--- config.mk ---
export PLATFORM = sky130hd
export DESIGN_NAME = delay_tap_mixer
export DESIGN_NICKNAME = d
export VERILOG_FILES = /design/src/rtl/delay_tap_mixer.sv
export SDC_FILE = /design/constraint.sdc
export NUM_CORES = 1
export LEC_CHECK = 0
export ABC_AREA = 1
export BUFFER_PORTS_ARGS = -buffer_cell sky130_fd_sc_hd__buf_2
export CAP_MARGIN = 20
export CORE_UTILIZATION = 55
export CTS_CLUSTER_DIAMETER = 200
export CTS_CLUSTER_SIZE = 30
export DETAILED_ROUTE_END_ITERATION = 6
export PLACE_DENSITY = 0.75
export REMOVE_ABC_BUFFERS = 1
export SLEW_MARGIN = 20
export SYNTH_ARGS = -nofsm -noshare
export SYNTH_HDL_FRONTEND = slang
export SYNTH_SLANG_ARGS = --single-unit
--- constraint.sdc ---
create_clock -name CLOCK50 -period 16 [get_ports CLOCK50]
set_clock_uncertainty 0.15 [all_clocks]
set_input_delay 0 -clock CLOCK50 [delete_from_list [all_inputs] [get_ports CLOCK50]]
set_output_delay 0 -clock CLOCK50 [all_outputs]
set_load 0.05 [all_outputs]
--- src/rtl/delay_tap_mixer.sv ---
// Wet/feedback mixer for the SRAM single-tap delay line.
// One shared 20x8 multiplier, fixed 4-cycle latency per sample.
module delay_tap_mixer #(
  parameter logic [19:0] SAT_MAX = 20'h7FFFF,
  parameter logic [19:0] SAT_MIN = 20'h80000
) (
  input  logic        CLOCK50,
  input  logic        RESET,
  input  logic        SAMPLE_STB,
  input  logic [19:0] AudioIn,
  input  logic [15:0] TapIn,
  input  logic        TapValid,
  input  logic [7:0]  WetGain,
  input  logic [7:0]  FeedbackGain,
  output logic [19:0] AudioOut,
  output logic [15:0] WriteData,
  output logic        OutValid,
  output logic        ClipFlag,
  output logic        Busy,
  output logic        Overrun
);

  typedef enum logic [1:0] {
    IDLE,
    MUL_WET,
    MUL_FB,
    SUM
  } state_t;

  state_t state, nextState;

  logic [19:0]        audioR;
  logic signed [19:0] tapR;
  logic [7:0]         wetGainR;
  logic [7:0]         fbGainR;
  logic signed [20:0] wetP;
  logic signed [20:0] fbP;

  logic               accept;
  logic signed [8:0]  gainS;
  logic signed [28:0] prod;
  logic signed [20:0] mulOut;
  logic signed [20:0] sumWet;
  logic signed [20:0] sumFb;
  logic [19:0]        satWet;
  logic [19:0]        satFb;
  logic               clipWet;
  logic               clipFb;

  function automatic logic [19:0] sat(input logic [20:0] s);
    if (s[20] != s[19]) begin
      return s[20] ? SAT_MIN : SAT_MAX;
    end
    return s[19:0];
  endfunction

  assign accept = (state == IDLE) && SAMPLE_STB;
  assign Busy   = (state != IDLE);

  // The single multiplier serves the wet gain first, then the feedback gain
  assign gainS  = $signed({1'b0, (state == MUL_FB) ? fbGainR : wetGainR});
  assign prod   = tapR * gainS;
  assign mulOut = 21'(prod >>> 8);

  assign sumWet  = $signed({audioR[19], audioR}) + wetP;
  assign sumFb   = $signed({audioR[19], audioR}) + fbP;
  assign clipWet = sumWet[20] ^ sumWet[19];
  assign clipFb  = sumFb[20] ^ sumFb[19];
  assign satWet  = sat(sumWet);
  assign satFb   = sat(sumFb);

  always_ff @(posedge CLOCK50 or posedge RESET) begin
    if (RESET) begin
      state <= IDLE;
    end else begin
      state <= nextState;
    end
  end

  always_comb begin
    nextState = state;
    unique case (state)
      IDLE:    if (SAMPLE_STB) nextState = MUL_WET;
      MUL_WET: nextState = MUL_FB;
      MUL_FB:  nextState = SUM;
      SUM:     nextState = IDLE;
      default: nextState = IDLE;
    endcase
  end

  always_ff @(posedge CLOCK50 or posedge RESET) begin
    if (RESET) begin
      audioR    <= '0;
      tapR      <= '0;
      wetGainR  <= '0;
      fbGainR   <= '0;
      wetP      <= '0;
      fbP       <= '0;
      AudioOut  <= '0;
      WriteData <= '0;
      OutValid  <= 1'b0;
      ClipFlag  <= 1'b0;
      Overrun   <= 1'b0;
    end else begin
      OutValid <= 1'b0;
      if (SAMPLE_STB && Busy) begin
        Overrun <= 1'b1;
      end
      if (accept) begin
        audioR   <= AudioIn;
        tapR     <= TapValid ? $signed({TapIn, 4'b0}) : '0;
        wetGainR <= WetGain;
        fbGainR  <= FeedbackGain;
      end
      if (state == MUL_WET) begin
        wetP <= mulOut;
      end
      if (state == MUL_FB) begin
        fbP <= mulOut;
      end
      if (state == SUM) begin
        AudioOut  <= satWet;
        WriteData <= 16'(satFb >> 4);
        ClipFlag  <= clipWet | clipFb;
        OutValid  <= 1'b1;
      end
    end
  end

endmodule

==> results.md <==
- Worst hold path class: in2async
- Placement Setup Slack: 9480 ps
- Avg WL per Cell: between 15 and 20 um
- Die boundary height: between 150 and 200 um
- Post-route setup slack: roughly 9400 ps
- FMAX: 0.151 GHz
- Crit path required time: between 15,000 and 20,000 ps
- Initial antenna violation count: 0
- Final setup vio count: 0
- Cell Rows: between 50 and 60
- First-pass GRT wire length: about 53,000 um
- Total of max-cap violations: 0
- Fin crit period: 6610 ps
- Slew at the pin closest to its max-slew limit: approximately 1000 ps
- Die Wd: ~150 um
- WL final: 31,900 um
- Initial DRC count: between 400 and 500
- Count of different cell masters after synthesis: 47
- CTS tree: yes
- CP Capture Type: flip-flop
- Syn Inst Count: approximately 1,600
- Reg area: about 3400 um^2
- Global Route Usage Sum: 0.287
- Final nets: about 2,000
- Via count: roughly 11,000
- Crit Path Category: reg2reg
- Crit path from: state[0]
- Largest net degree at the start of global routing: between 70 and 80
- Layout area overhead: 15.7%
- Multi-input logic area: between 8000 and 9000 um^2
- RSZ-0062 raised after global routing: false
- R2R setup slack: 9390 ps
- Via/cell ratio: between 5 and 6
- Worst Reg2Reg Path Length in Cells: 20
- DIE AREA: between 20,000 and 25,000 um^2
- CP Max Fanout: 29
- Synthesis warning total: 0
- Postcts setup bufs: 0
- Number of CTS-inserted buffers: 17
- Clock Pin Slew Worst Setup and Hold Paths: ~60 ps
- Gr ovfl total: 0
- Max Root-Sink Buffers: 2
- Max Transition Viols Final: 0
- Port Buf Inserts: between 90 and 100
- Sequential share of the synthesized area: 0.267
- R2R Path End: wetP[19]
- CP Launch Type: flip-flop
- # fillers: between 1,500 and 2,000
- Crit path DAT: between 6000 and 7000 ps
- IO Count: between 90 and 100
- Final ANT Viol Nets: 0
- Share of cells above drive strength 1: 0.132
- Pre-antenna DRT Iters: 5
- Initial Utilization: 0.560
- Post-synth EDFFs: 0
- Antenna diodes: 0
- Ys async rst share: 1.00
- Slew margin rel.: 0.312
- Outcome: finished, final reports clean
- DRC: 0
- Mapped Area: approximately 13,000 um^2
- CTS root buffer: clkbuf_16
- Final worst-path cycle share: 0.413
- Setup TNS: 0 ps
- #FFs+latches synth: between 100 and 150
- Final Wtd Congestion: 0.964
- Sink Count: 135
- Utilization after layout: 0.648
- Syn avg cell area: 7.78 um^2
- Vias in the first global route: between 10,000 and 15,000
- Final HPWL from detailed placement: between 20,000 and 30,000 um
- RR Startpoint: state[0]
- Clk_lat worst skew: between 400 and 500 ps
- Post-synth top flop: dfrtp_1
- Max H-tree Level: 4
- Fin. Hold Viols: 0
- Core Region: ~23,000 um^2
## sequential cells by signal (all words and copies together) (netlist names)
| register | cells |
|---|---|
| wetP | 21 |
| ClipFlag | 1 |
| fbGainR | 8 |
| WriteData | 16 |
| AudioOut | 20 |
| OutValid | 1 |
| wetGainR | 8 |
| audioR | 20 |
| tapR | 16 |
| fbP | 21 |
| state | 2 |
| Overrun | 1 |
## Yosys cell counts (all sizes together) (19+ instances only)
cell	count	area, um^2
nand2	433	1690
inv	279	1050
nor2	172	671
dfrtp	135	3380
fa	103	2060
a21oi	96	612
ha	90	1130
o21ai	78	398
nand3	60	325
clkbuf	27	101
mux2	27	304
nand4	25	163
xnor2	21	184
xor2	19	166
## layout make-up
| cell class | instances | area share |
|---|---|---|
| multi-input combinational | 1172 | 0.550 |
| timing repair buffer | 171 | 0.0835 |
| clock inverter | 12 | 0.00890 |
| inverter | 280 | 0.0724 |
| tap | 285 | 0.0244 |
| sequential | 135 | 0.231 |
| clock buffer | 18 | 0.0300 |
## per-stage QoR
stage / instances / hold WS [ps] / cell area (um^2)
6_report: 2073 / 64.7 / 14600
5_1_grt: 2073 / 141 / 14600
4_1_cts: 2073 / 81.0 / 14600
3_5_place_dp: 1973 / -23.6 / 13300
3_3_place_gp: 1973 / -27.5 / 13300
2_1_floorplan: 1587 / -28.9 / 12500
## kinds of logic after synthesis
kind of cell | after synthesis | synth area share
xor gates and xnor gates | 40 | 0.0277
AOI/OAI and AO/OA | 194 | 0.0914
muxes | 27 | 0.0241
and+or+nand+nor | 718 | 0.240
DFF | 135 | 0.267
buffers and inverters | 316 | 0.0969
adders and majority gates | 193 | 0.252
## worst max-delay path, stage by stage, from the launching register on
cell and delay [ps]:
dfrtp_1 410, inv_1 120, ha_1 850, o21ai_1 520
inv_1 350, nand2_1 140, fa_1 560, inv_1 50
fa_1 480, fa_1 560, inv_1 60, fa_1 520
inv_1 40, ha_1 350, a21oi_1 260, o21ai_0 180
a21oi_1 210, nand3_1 210, or2_2 340, nand3_1 90
nand2_1 50
## cells in the final DEF, fill, tap and decap left out, drive strengths merged, types with 19 or more instances in the layout
cell         Yosys  final
xnor2           21     21
o21ai           78     78
fa             103    103
nand3           60     60
xor2            19     19
ha              90     90
dfrtp          135    135
nor2           172    172
dlygate4sd3      0     70
buf              9    101
mux2            27     27
a21oi           96     96
nand2          433    433
nand4           25     25
inv            279    280
## layer usage
metal | routed length, um | GRT usage | share of wire
met2 | 16300 | 0.524 | 0.51
met4 | 1280 | 0.129 | 0.040
met1 | 13200 | 0.337 | 0.41
met3 | 1100 | 0.0338 | 0.034
met5 | 0 | 0 | 0
## how the worst max path moves through the flow
stage | endpoint | slack [ps]
final | wetP[19] | 9390
after global placement | wetP[17] | 9670
after global routing | fbP[17] | 8890
after floorplan | fbP[15] | 10400
after CTS | fbP[17] | 9450
after detailed placement | fbP[17] | 9480
## repair_timing
action                    in CTS  in global routing
hold endpoints to repair     120                  0
hold buffers                  70                  0
gates resized for setup        0                  0
Power is left out: the tool's default activity adds up to more than one toggle a clock period on the data nets, which glitch-free logic cannot reach.
